### src/rtl/cmlk_timing_pkg.sv
// Shared timing definitions for the CMOS/laser pulse sequencer: FSM states,
// default widths and the window-decode helper.
package cmlk_timing_pkg;

  typedef enum logic [1:0] {
    IDLE  = 2'd0,
    RUN   = 2'd1,
    DRAIN = 2'd2
  } state_t;

  localparam int unsigned CNT_W_DEF      = 32;
  localparam int unsigned PERIOD_MIN_DEF = 4;
  localparam int unsigned CNT_W_MAX      = 64;

  // The stop point is one bit wider than the operands so delay+width never wraps.
  function automatic logic win_hit(input logic [CNT_W_MAX-1:0] cnt,
                                   input logic [CNT_W_MAX-1:0] delay,
                                   input logic [CNT_W_MAX-1:0] width);
    logic [CNT_W_MAX:0] stop;
    stop = {1'b0, delay} + {1'b0, width};
    return (cnt >= delay) && ({1'b0, cnt} < stop);
  endfunction

endpackage

### src/rtl/cmlk_window_decode.sv
// Registered window decode: hit is high one clock after cnt lies in
// [delay, delay+width) while active.
module cmlk_window_decode
  import cmlk_timing_pkg::*;
#(
  parameter int unsigned CNT_W = CNT_W_DEF
) (
  input  logic             clk,
  input  logic             rst_n,
  input  logic             active,
  input  logic [CNT_W-1:0] cnt,
  input  logic [CNT_W-1:0] delay,
  input  logic [CNT_W-1:0] width,
  output logic             hit
);

  always_ff @(posedge clk or negedge rst_n) begin
    if (!rst_n) begin
      hit <= 1'b0;
    end else begin
      hit <= active && win_hit(CNT_W_MAX'(cnt), CNT_W_MAX'(delay), CNT_W_MAX'(width));
    end
  end

endmodule

### src/rtl/cmlk_pulse_sequencer.sv
// Laser trigger / dual frame-gate sequencer with period-boundary shadow loads.
// Optional burst limit enabled by defining CMLK_BURST_LIMIT_EN.
module cmlk_pulse_sequencer
  import cmlk_timing_pkg::*;
#(
  parameter int unsigned CNT_W      = CNT_W_DEF,
  parameter int unsigned PERIOD_MIN = PERIOD_MIN_DEF
) (
  input  logic             clk,
  input  logic             rst_n,
  input  logic             enable,
  input  logic             param_update,
  input  logic [CNT_W-1:0] laser_period_i,
  input  logic [CNT_W-1:0] laser_width_i,
  input  logic [CNT_W-1:0] gate_delay_a_i,
  input  logic [CNT_W-1:0] gate_width_a_i,
  input  logic [CNT_W-1:0] gate_delay_b_i,
  input  logic [CNT_W-1:0] gate_width_b_i,
  input  logic [7:0]       tim_cycles_m_i,
  output logic             laser_trig_o,
  output logic             gate_a_o,
  output logic             gate_b_o,
  output logic             period_start_o,
  output logic             busy_o,
`ifdef CMLK_BURST_LIMIT_EN
  output logic             burst_done_o,
`endif
  output logic [15:0]      period_cnt_o
);

  localparam logic [CNT_W-1:0] P_MIN = CNT_W'(PERIOD_MIN);

  state_t           state, state_next;
  logic [CNT_W-1:0] cnt, cnt_next;
  logic [15:0]      pcnt_next;
  logic             load, at_top, active;
  logic [CNT_W-1:0] zero_delay;

  logic [CNT_W-1:0] period_pend, lwidth_pend, da_pend, wa_pend, db_pend, wb_pend;
  logic             pend_valid;
  logic [CNT_W-1:0] period_s, lwidth_s, da_s, wa_s, db_s, wb_s;

`ifdef CMLK_BURST_LIMIT_EN
  logic [7:0] m_pend, m_s;
  logic       armed, burst_end;
`else
  logic       unused_m;
  assign unused_m = ^tim_cycles_m_i;
`endif

  assign at_top     = (cnt == period_s);
  assign active     = (state != IDLE);
  assign zero_delay = '0;

  always_comb begin
    state_next = state;
    cnt_next   = cnt;
    pcnt_next  = period_cnt_o;
    load       = 1'b0;
`ifdef CMLK_BURST_LIMIT_EN
    burst_end  = 1'b0;
`endif
    case (state)
      IDLE: begin
        cnt_next = '0;
`ifdef CMLK_BURST_LIMIT_EN
        if (enable && armed) begin
`else
        if (enable) begin
`endif
          state_next = RUN;
          load       = pend_valid;
          pcnt_next  = '0;
        end
      end
      default: begin
        cnt_next = at_top ? '0 : cnt + CNT_W'(1);
        if (at_top) begin
          pcnt_next = period_cnt_o + 16'd1;
          load      = pend_valid;
        end
        if (state == RUN) begin
          if (!enable) state_next = DRAIN;
`ifdef CMLK_BURST_LIMIT_EN
          // Limit check overrides a simultaneous RUN->DRAIN: the burst ends here.
          if (at_top && (m_s != 8'd0) && (pcnt_next == {8'd0, m_s})) begin
            state_next = IDLE;
            burst_end  = 1'b1;
          end
`endif
        end else if (enable) begin
          state_next = RUN;
        end else if (at_top) begin
          state_next = IDLE;
        end
      end
    endcase
  end

  always_ff @(posedge clk or negedge rst_n) begin
    if (!rst_n) begin
      state          <= IDLE;
      cnt            <= '0;
      period_cnt_o   <= '0;
      period_start_o <= 1'b0;
      busy_o         <= 1'b0;
    end else begin
      state          <= state_next;
      cnt            <= cnt_next;
      period_cnt_o   <= pcnt_next;
      period_start_o <= active && (cnt == '0);
      busy_o         <= active;
    end
  end

  // A strobe coinciding with a load refills pending and keeps it valid.
  always_ff @(posedge clk or negedge rst_n) begin
    if (!rst_n) begin
      period_pend <= '0; lwidth_pend <= '0; da_pend <= '0;
      wa_pend     <= '0; db_pend     <= '0; wb_pend <= '0;
      pend_valid  <= 1'b0;
      period_s    <= '0; lwidth_s    <= '0; da_s    <= '0;
      wa_s        <= '0; db_s        <= '0; wb_s    <= '0;
    end else begin
      if (load) begin
        period_s   <= (period_pend < P_MIN) ? P_MIN : period_pend;
        lwidth_s   <= lwidth_pend;
        da_s       <= da_pend;
        wa_s       <= wa_pend;
        db_s       <= db_pend;
        wb_s       <= wb_pend;
        pend_valid <= 1'b0;
      end
      if (param_update) begin
        period_pend <= laser_period_i;
        lwidth_pend <= laser_width_i;
        da_pend     <= gate_delay_a_i;
        wa_pend     <= gate_width_a_i;
        db_pend     <= gate_delay_b_i;
        wb_pend     <= gate_width_b_i;
        pend_valid  <= 1'b1;
      end
    end
  end

`ifdef CMLK_BURST_LIMIT_EN
  always_ff @(posedge clk or negedge rst_n) begin
    if (!rst_n) begin
      m_pend       <= '0;
      m_s          <= '0;
      armed        <= 1'b1;
      burst_done_o <= 1'b0;
    end else begin
      if (load)         m_s    <= m_pend;
      if (param_update) m_pend <= tim_cycles_m_i;
      if (burst_end)    armed  <= 1'b0;
      else if (!enable) armed  <= 1'b1;
      burst_done_o <= burst_end;
    end
  end
`endif

  cmlk_window_decode #(.CNT_W(CNT_W)) u_laser (
    .clk(clk), .rst_n(rst_n), .active(active), .cnt(cnt),
    .delay(zero_delay), .width(lwidth_s), .hit(laser_trig_o)
  );

  cmlk_window_decode #(.CNT_W(CNT_W)) u_gate_a (
    .clk(clk), .rst_n(rst_n), .active(active), .cnt(cnt),
    .delay(da_s), .width(wa_s), .hit(gate_a_o)
  );

  cmlk_window_decode #(.CNT_W(CNT_W)) u_gate_b (
    .clk(clk), .rst_n(rst_n), .active(active), .cnt(cnt),
    .delay(db_s), .width(wb_s), .hit(gate_b_o)
  );

endmodule

### config.mk
export PLATFORM = sky130hd
export DESIGN_NAME = cmlk_pulse_sequencer
export DESIGN_NICKNAME = d
export VERILOG_FILES = /design/src/rtl/cmlk_timing_pkg.sv /design/src/rtl/cmlk_window_decode.sv /design/src/rtl/cmlk_pulse_sequencer.sv
export SDC_FILE = /design/constraint.sdc
export NUM_CORES = 1
export LEC_CHECK = 0
export ABC_AREA = 1
export CAP_MARGIN = 15
export CORE_MARGIN = 3
export CORE_UTILIZATION = 60
export CTS_BUF_LIST = sky130_fd_sc_hd__clkbuf_2
export CTS_CLUSTER_DIAMETER = 40
export DETAILED_ROUTE_END_ITERATION = 8
export GPL_TIMING_DRIVEN = 0
export PLACE_DENSITY_LB_ADDON = 0.3
export SYNTH_ARGS = -nofsm -noshare
export SYNTH_HDL_FRONTEND = slang
export SYNTH_SLANG_ARGS = --single-unit
### constraint.sdc
create_clock -name clk -period 5.9 [get_ports clk]
set_input_delay 1.18 -clock clk [delete_from_list [all_inputs] [get_ports clk]]
set_output_delay 1.18 -clock clk [all_outputs]
set_load 0.01 [all_outputs]
# After elaboration in Yosys (flattened, before gate mapping)
# Index checks and enable logic that the tools add are counted.
[totals] reg_bits=440 in_bits=204
[classes] addsub=4 magnitude_cmp=7 eq_ne=4 n_mux=17 n_reduce_logical=15
[ops] cell="$lt A32 B65 Y1" n=2
[ops] cell="$mux W32" n=3
[ops] cell="$add A32 B32 Y33" n=2
[ops] cell="$ge A32 B32 Y1" n=2
[ops] cell="$mux W16" n=3
[ops] cell="$add A32 B1 Y32 const B" n=1
[ops] cell="$eq A32 B32 Y1" n=1
[ops] cell="$ge A32 B1 Y1 const B" n=1
[ops] cell="$logic_not A32 Y1" n=1
[ops] cell="$lt A32 B3 Y1 const B" n=1
[ops] cell="$lt A32 B32 Y1" n=1
[ops] cell="$add A16 B1 Y16 const B" n=1
[ops] cell="$mux W2" n=6
[ops] cell="$logic_and A1 B1 Y1" n=7
[ops] cell="$reduce_bool A2 Y1" n=3
[ops] cell="$mux W1" n=5
[ops] cell="$ne A3 B2 Y1 const B" n=1
[ops] cell="$reduce_and A3 Y1" n=1
[ops] cell="$reduce_bool A3 Y1" n=1
[ops] cell="$eq A2 B1 Y1 const B" n=1
[ops] cell="$logic_not A2 Y1" n=1
[ops] cell="$ne A2 B2 Y1 const B" n=1
[ops] cell="$reduce_and A2 Y1" n=1

# Logic depth before layout (Yosys ltp)
# Gate-level depths: netlist of the first run.
[depth] word_depth=5 ltp_mapped=25 depth_no_buf=25

# By module
# A second synthesis of the first run with hierarchy kept.
[hier_totals] hier_cells=3883 area_unflattened_um2=29143.0
[by_module_without_submodules] module="cmlk_pulse_sequencer" n_inst=1 cells_each=2189 area_each_um2=18652.9 seq_area_each_um2=10935.5
[by_module_without_submodules] module="cmlk_window_decode at u_laser" n_inst=1 cells_each=557 area_each_um2=3505.9 seq_area_each_um2=25.0
[by_module_without_submodules] module="cmlk_window_decode at u_gate_a" n_inst=1 cells_each=572 area_each_um2=3492.1 seq_area_each_um2=25.0
[by_module_without_submodules] module="cmlk_window_decode at u_gate_b" n_inst=1 cells_each=565 area_each_um2=3492.1 seq_area_each_um2=25.0

# Least setup slack after synthesis of the first run
# Ideal clock, no wire load.
[synth_timing] kind="reg-to-reg" startpoint="register da_s[0]" endpoint="register u_gate_a.hit" setup_ns=0.118 arrival_time_ns=2.865 path_slack_ns=2.918 stages_incl_launch_ff=20 path_buffers=0 period_less_slack_ns=2.982 path_cell_list="dfrtp_1 -> ha_1 -> fa_1 -> nand2_1 -> nand3_1 -> and2_1 -> a21oi_1 -> o21ai_0 -> xnor2_1 -> ha_1 -> nand2_1 -> nor2_1 -> nand2_1 -> o21a_1 -> nand3_1 -> nand2_1 -> nand2_1 -> nand2_1 -> a21oi_1 -> nor2_1"
[synth_via] elab_chain_cells=4 word_cells_on_any_way=5
[synth_rtl] item="from (decl)" line="cmlk_pulse_sequencer.sv:41" text="logic [CNT_W-1:0] period_s, lwidth_s, da_s, wa_s, db_s, wb_s;"
[synth_rtl] item="from (signal assigned)" line="cmlk_pulse_sequencer.sv:128" text="da_s <= da_pend;"
[synth_rtl] item="$add A32 B32 Y33" line="cmlk_timing_pkg.sv:20" text="stop = {1'b0, delay} + {1'b0, width};"
[synth_rtl] item="$lt A32 B65 Y1" line="cmlk_timing_pkg.sv:21" text="return (cnt >= delay) && ({1'b0, cnt} < stop);"
[synth_rtl] item="$logic_and A1 B1 Y1 (*)" line="cmlk_timing_pkg.sv:21"
[synth_rtl] item="$logic_and A1 B1 Y1 (*)" line="cmlk_window_decode.sv:21" text="hit <= active && win_hit(CNT_W_MAX'(cnt), CNT_W_MAX'(delay), CNT_W_MAX'(width));"
[synth_rtl] item="to (signal assigned)" line="cmlk_window_decode.sv:21"
[synth_rtl] item="to (decl)" line="cmlk_window_decode.sv:14" text="output logic hit"
# Mark *: on every way between the ends. The rest lies on a longest branch, timed or not.
# A chain may end at the register's enable or synchronous reset.

# Final worst setup path of the first run
# Ends and elaborated chain as after synthesis.

==> impl_results.md, run 1 <==
- Path type of the worst min-delay path: reg2reg
- Avg Inst Size Synth: 7.66 sq um
- Final min period: 3.84 ns
- Worst Path Required: 6.92 ns
- Crit end category: flop
- Hold Vio Cnt, Final: 0
- CP cell instances: ha_1 > fa_1 > nand2_1 > nand3_1 > and2_1 > a21oi_1 > o21ai_0 > nand2_1 > nand2_1 > xnor2_1 > ha_1 > nand2_1 > inv_1 > o21ai_0 > nand2_1 > a41oi_1 > nand2_1 > nand2_1 > a21oi_1 > nor2_1
- Distinct cells, synth: 42
- First-pass GRT wire length: 117 mm
- Simple logic cell fraction of the synthesized area: 0.287
- Power density over cell area: 317 nW/um^2
- Avg Vias per Cell: 5.45
- CP max stage delay: 0.43 ns
- Vias in the first global route: 23000
- Seq/Total Area, Yosys: 0.433
- Die area: 44900 sq um
- Area growth from synthesis to layout: 15.4%
- PortBufs: 215
- DR iter-0 viols: 1876
- Most used cell, CP: nand2_1
- ANT nets after route: 0
- Xor/xnor cell area share of the yosys netlist: 0.0355
- Initial Util: 0.615
- Compound-gate portion of the synthesized area: 0.0681
- Final Skew: 0.101 ns
- Core Area: 41400 sq um
- Largest family of logic cells by synthesized area: simple AND/OR/NAND/NOR gates
- FP Rows: 74
- Worst-path clk slew: 0.10 ns
- Final cell utilization of the core: 0.709
- Worst IR Drop VDD: 0.203 mV
- Setup CP Type: reg2reg
- Synth Area in Adders: 0.112
- Area fraction of the dominant cell type after synthesis: 0.433
- Relative slew slack: 0.267
- WP data arrival: 4.86 ns
- Post-Syn Nets: 3750
- Clock insertion delay at the later pin of the skew report: 1.19 ns
- Unrepaired setup endpoints after global routing: false
- EDFF count, synth: 0
- Io pins: 225
- Clock H-tree levels: 3
- Die W: 212 um
- Max clock buf depth: 3
- Final period utilization: 0.651
- Total of max-cap violations: 0
- Startpoint Class: flop
- DP Cell Count: 4070
- Leak: 0.0161 uW
- Drt first pass iters: 5
- Mapped Area: 25400 sq um
- Clock Sinks: 440
- Highest clock rate: 0.260 GHz
- Fin Hold WS: 0.461 ns
- Largest cells by area after synthesis: dfrtp_1, nand2_1, ha_1
- GP Congestion: 0.963
- Largest net degree at the start of global routing: 128
- CTS Root Cell: clkbuf_2
- Post-synthesis mux area share: 0
- Area of placed instances: 28300 sq um
- Remaining Overflow, GRT: 0
- CTS tree: built
- Endpoints failing setup: 0
- DR WL/cell: 17.6 um
- Ys flop type: dfrtp_1
- Setup repair bufs after CTS: 0
- Nets: 4081
- Via count: 23300
- Flops & latches, synth: 440
- Fin area: 29400 sq um
- Initial antenna violation count: 2
- Fin. max-slew vios: 0
- Post-DP HPWL: 56.2 mm
- Synth area leader: dfrtp_1
- Ys Warns: 0
- Cells after Synth: 3320
- Total clock buffers created by CTS: 110
- Status: finished clean
- Final wirelength: 75.1 mm
- Post-synth ARST share: 1.00
- CP max FO: 4
- Non-Filler Instances: 4274
- Worst slew pin tran: 1.10 ns
- Die height: 212 um
- # DRC: 0
- Slowest stage cell on the critical path: dfrtp_1
- Layout cell share with drive strength beyond 1: 0.0618
- Global Route Usage Sum: 0.336
==> what timing repair did <==
action / 4_1_cts / 5_1_grt
hold buffers: 1 / 0
gates resized for setup: 0 / 0
endpoints found under the setup margin: 0 / 0
endpoints found under the hold margin: 34 / 0
==> cells by family (layout without fill, tap and decap cells) <==
kind of cell               count (synthesis)  count (layout)
buffers and inverters                    381             798
AOI/OAI and AO/OA                        318             318
xor gates and xnor gates                 103             103
DFF                                      440             440
adders and majority gates                226             226
and+or+nand+nor                         1852            1852
other                                      0               5
==> routing by layer <==
metal	up-vias	part of all wire	GRT usage
li1	11300	-	-
met1	11000	0.42	0.433
met2	846	0.47	0.559
met3	184	0.071	0.0630
met4	0	0.041	0.143
met5	-	0	0
==> synthesized netlist by cell type, types with 2 or more instances <==
cell type	number
nand2_1	1496
dfrtp_1	440
inv_1	284
ha_1	224
a21oi_1	167
nor2_1	163
o21ai_0	97
nand3_1	70
xor2_1	68
clkbuf_1	46
nor3_1	45
nand4_1	35
xnor2_1	35
buf_6	18
nor4_1	16
a21o_1	15
buf_2	15
buf_4	14
a31oi_1	9
nand3b_1	9
o21a_1	8
and2_1	7
o211ai_1	6
o21bai_1	6
a211oi_1	3
nand2_2	3
a21boi_0	2
buf_1	2
fa_1	2
nor3b_1	2
o2111ai_1	2
==> metrics by stage <==
step,setup TNS (ns),power [uW],setup WS (ns)
floorplan,0,6160,2.92
global placement,-6415.72,7100,-14.64
detailed placement,0,7260,1.93
CTS,0,9310,2.09
global route,0,10000,1.73
finish,0,9310,2.06
==> final timing paths <==
check / startpoint / endpoint / slack, ns / cells past startpoint
min: lwidth_pend[20]$_DFFE_PN0P_ / lwidth_s[20]$_DFFE_PN0P_ / 0.46 / 2
min reg2reg: lwidth_pend[20]$_DFFE_PN0P_ / lwidth_s[20]$_DFFE_PN0P_ / 0.46 / 2
max: da_s[0]$_DFFE_PN0P_ / u_gate_a.hit$_DFF_PN0_ / 2.06 / 20
max in group asynchronous: rst_n / da_s[15]$_DFFE_PN0P_ / 3.62 / 4
max reg2reg: da_s[0]$_DFFE_PN0P_ / u_gate_a.hit$_DFF_PN0_ / 2.06 / 20
min in group asynchronous: rst_n / period_pend[29]$_DFFE_PN0P_ / 0.61 / 2
==> layout make-up <==
type                       instances  area (sq um)
multi-input combinational       2499         12800
fill                            3393         12000
sequential                       440         11000
timing repair buffer             219          2250
inverter                         285          1070
clock buffer                     158           791
tap                              532           666
buffer                            96           568
clock inverter                    40           201
antenna                            5          12.5
==> registers in the layout, indices dropped and copies added (netlist names), 2 cells and up <==
signal,flops
period_s,32
da_pend,32
lwidth_pend,32
cnt,32
da_s,32
db_s,32
period_pend,32
state,2
wa_s,32
wb_pend,32
lwidth_s,32
db_pend,32
wa_pend,32
wb_s,32
period_cnt_o,16
==> cells in the final DEF, fill, tap and decap left out, types with 7 or more instances in the layout <==
cell	count
ha_1	224
clkinv_1	28
buf_6	18
nor3_1	45
o21a_1	8
a21oi_1	167
nand2_1	1496
nand3_1	70
inv_1	284
nand3b_1	9
buf_4	14
o21ai_0	97
a21o_1	15
xor2_1	68
xnor2_1	35
and2_1	7
nor4_1	16
clkdlybuf4s50_1	214
clkbuf_1	46
buf_2	15
clkbuf_2	159
nand4_1	35
nor2_1	163
dfrtp_1	440
a31oi_1	9
==> worst max-delay path, delay by kind of cell, from the launching register on <==
kind	cells	cell delay [ns]
flip-flops	1	0.43
AND/OR/NAND/NOR	10	1.17
buffers and inverters	1	0.03
adder cells (fa/ha/maj)	3	0.97
XOR/XNOR	1	0.14
AO/OA/AOI/OAI	5	0.96
==> power breakdown <==
group,switching [uW],total [uW],internal (uW)
combinational,2040,3350,1310
clock,1280,2050,774
sequential,437,3910,3470
Power figures use the tool's default switching activity.
==> run 2, diff against run 1 <==
- clock period: 5.9 -> 3.95 ns (I/O delays scaled with it)
==> run 2 against run 1 <==
Via count hardly changed; clock skew shrank 0.0049 ns; maximum frequency increased by 5.3%; power rose by 49%; hold slack worse by 0.32 ns; count of clock-buffer cells in the layout unchanged; critical path depth is 2 higher; first-iteration DRC count down 0.64%; flip-flop and latch count unchanged.
==> impl_results.md, run 2 (same netlist as run 1, synthesis figures left out) <==
- Sequential group share of total power: 0.420 (about the same)
- Beginning of the worst hold path: laser_period_i[4]
- Die height: 212 um (unchanged)
- Startpoint Class: flop
- Commonest non-fill, non-tap cell in the layout: nand2_1
- Nets: 4081 (unchanged)
- # DRC: 0 (unchanged)
- Min-Delay Path Depth: 3 (+1)
- Final wirelength: 75.0 mm (-0.14%)
- PortBufs: 215 (unchanged)
- Die W: 212 um (unchanged)
- Path type of the worst min-delay path: in2reg
- Global Route Usage Sum: 0.336 (unchanged)
- Total clock buffers created by CTS: 110 (unchanged)
- Die area: 44900 sq um (unchanged)
- Final Skew: 0.0957 ns (-0.00489 ns)
- CTS Root Cell: clkbuf_2
- Endpoints failing setup: 0 (unchanged)
- Hold Path Sink: period_pend[4]$_DFFE_PN0P_
- Hold Vio Cnt, Final: 0 (unchanged)
- Logic pwr share: 0.360 (about the same)
- Clock insertion delay at the later pin of the skew report: 1.18 ns (about the same)
- Net Sw Frac: 0.403 (about the same)
- Reg-to-Reg Start: db_s[0]$_DFFE_PN0P_
- Max clock buf depth: 3 (unchanged)
- Clock H-tree levels: 3 (unchanged)
- Final min period: 3.65 ns (-0.192 ns)
- Initial antenna violation count: 2 (unchanged)
- Worst-path clk slew: 0.11 ns (about the same)
- Initial Util: 0.615 (unchanged)
- Highest-count cells in the layout ignoring fill and taps: nand2_1, dfrtp_1, inv_1
- DR WL/cell: 17.6 um (-0.14%)
- CP max FO: 4 (unchanged)
- Largest net degree at the start of global routing: 128 (unchanged)
- Via count: 23300 (+0.017%)
- ANT nets after route: 0 (unchanged)
- Core Area: 41400 sq um (unchanged)
- Avg Vias per Cell: 5.45 (about the same)
- WP data arrival: 4.69 ns (-0.17 ns)
- Post-DP HPWL: 56.2 mm (unchanged)
- First-pass GRT wire length: 117 mm (unchanged)
- GP Congestion: 0.963 (unchanged)
- Setup CP Type: reg2reg
- Filler Cells Inserted: 3395 (+0.059%)
- Cell-internal power: 8300 uW (+49%)
- Multi-input logic area: 12800 sq um (about the same)
- FP Rows: 74 (unchanged)
- Remaining Overflow, GRT: 0 (unchanged)
- Clock Sinks: 440 (unchanged)
- Setup repair bufs after CTS: 0 (unchanged)
- Dpl ws: 0.193 ns (-1.73 ns)
- Clock share of power: 0.220 (about the same)
- DR iter-0 viols: 1864 (-0.64%)
- Crit end category: flop
- Leak: 0.0161 uW (about the same)
- Sequential Area: 11000 sq um (unchanged)
- CTS tree: built
- Worst Path Required: 4.99 ns (-1.93 ns)
- Final cell utilization of the core: 0.709 (about the same)
- FF-to-FF End: u_gate_b.hit$_DFF_PN0_
- Final period utilization: 0.923 (+0.273)
- Cells on worst reg2reg path: 22 (+10%)
- Worst slew pin tran: 1.08 ns (-0.0149 ns)
- Worst IR Drop VDD: 0.303 mV (+49%)
- Status: finished clean
- Layout cell share with drive strength beyond 1: 0.0621 (+0.000268)
- Sw power: 5610 uW (+49%)
- Power density over cell area: 474 nW/um^2 (+49%)
- Drt first pass iters: 9 (+4)
- Relative slew slack: 0.277 (+0.00993)
- Io pins: 225 (unchanged)
- Area growth from synthesis to layout: 15.4% (about the same)
- Total of max-cap violations: 0 (unchanged)
- Fin. max-slew vios: 0 (unchanged)
- Highest clock rate: 0.274 GHz (+5.3%)
- Vias in the first global route: 23000 (unchanged)
- Fin worst setup slack: 0.303 ns (-1.76 ns)
- Reg2reg setup slack: 0.30 ns (-1.76 ns)
- Unrepaired setup endpoints after global routing: false
[run 2: worst max-delay path: stages (launching register included)]
cell	delay (ns)
dfrtp_1	0.47
ha_1	0.26
fa_1	0.42
nand2_1	0.08
nand3_1	0.11
and2_1	0.19
a21oi_1	0.28
o21ai_1	0.28
xnor2_1	0.21
ha_1	0.33
nand2_1	0.06
nor2_1	0.14
nand3_1	0.08
nor2_1	0.09
nor2_1	0.05
nand3_1	0.11
nand2_1	0.07
nand2_1	0.09
nand2_1	0.06
nand2_1	0.07
nand2_1	0.05
nand2_1	0.05
nor2_1	0.04
[run 2: how the worst max path moves through the flow]
stage	startpoint	end	cells past startpoint
2_1_floorplan	da_s[0]$_DFFE_PN0P_	u_gate_a.hit$_DFF_PN0_	19
3_3_place_gp	rst_n	da_pend[6]$_DFFE_PN0P_	1
3_5_place_dp	db_s[0]$_DFFE_PN0P_	u_gate_b.hit$_DFF_PN0_	22
4_1_cts	da_s[0]$_DFFE_PN0P_	u_gate_a.hit$_DFF_PN0_	20
5_1_grt	db_s[0]$_DFFE_PN0P_	u_gate_b.hit$_DFF_PN0_	22
6_report	db_s[0]$_DFFE_PN0P_	u_gate_b.hit$_DFF_PN0_	22
[run 2: power by group through the flow]
stage / combinational [uW] / clock [uW] / sequential, uW
after floorplan: 3560 / 0 / 5650
after global placement: 4710 / 0 / 5900
after detailed placement: 4930 / 0 / 5910
after CTS: 4970 / 3110 / 5830
after global routing: 5710 / 3360 / 5900
final: 5010 / 3060 / 5840
[run 2: area by class of cell]
class,instances,area share
Timing Repair Buffer,219,0.0766
Multi-Input combinational cell,2499,0.436
Sequential cell,440,0.375
Inverter,285,0.0364
Clock inverter,40,0.00686
Antenna cell,5,0.000426
Clock buffer,158,0.0269
Buffer,96,0.0193
Tap cell,532,0.0227
[run 2: what timing repair did]
item | CTS | global route
endpoints found under the setup margin | 0 | 2
endpoints found under the hold margin | 94 | 0
resized for setup | 0 | 3
hold buffers | 1 | 0
[run 2: per-layer routing]
layer	global-route usage	up-vias	wire (um)
met5	0	-	0
met3	0.0630	199	4950
met1	0.433	11000	31400
li1	-	11300	-
met2	0.559	819	35500
met4	0.143	0	3170
[run 2: per-stage QoR]
stage,cells,total power [uW],TNS [ns],hold slack [ns],cell area (sq um)
floorplan,3320,9200,0,0.442,25400
global placement,4067,10600,-7102.12,0.455,28300
detailed placement,4070,10800,0,0.458,28300
CTS,4269,13900,0,0.0509,29300
global route,4274,15000,0,0.00853,29400
finish,4274,13900,0,0.145,29400
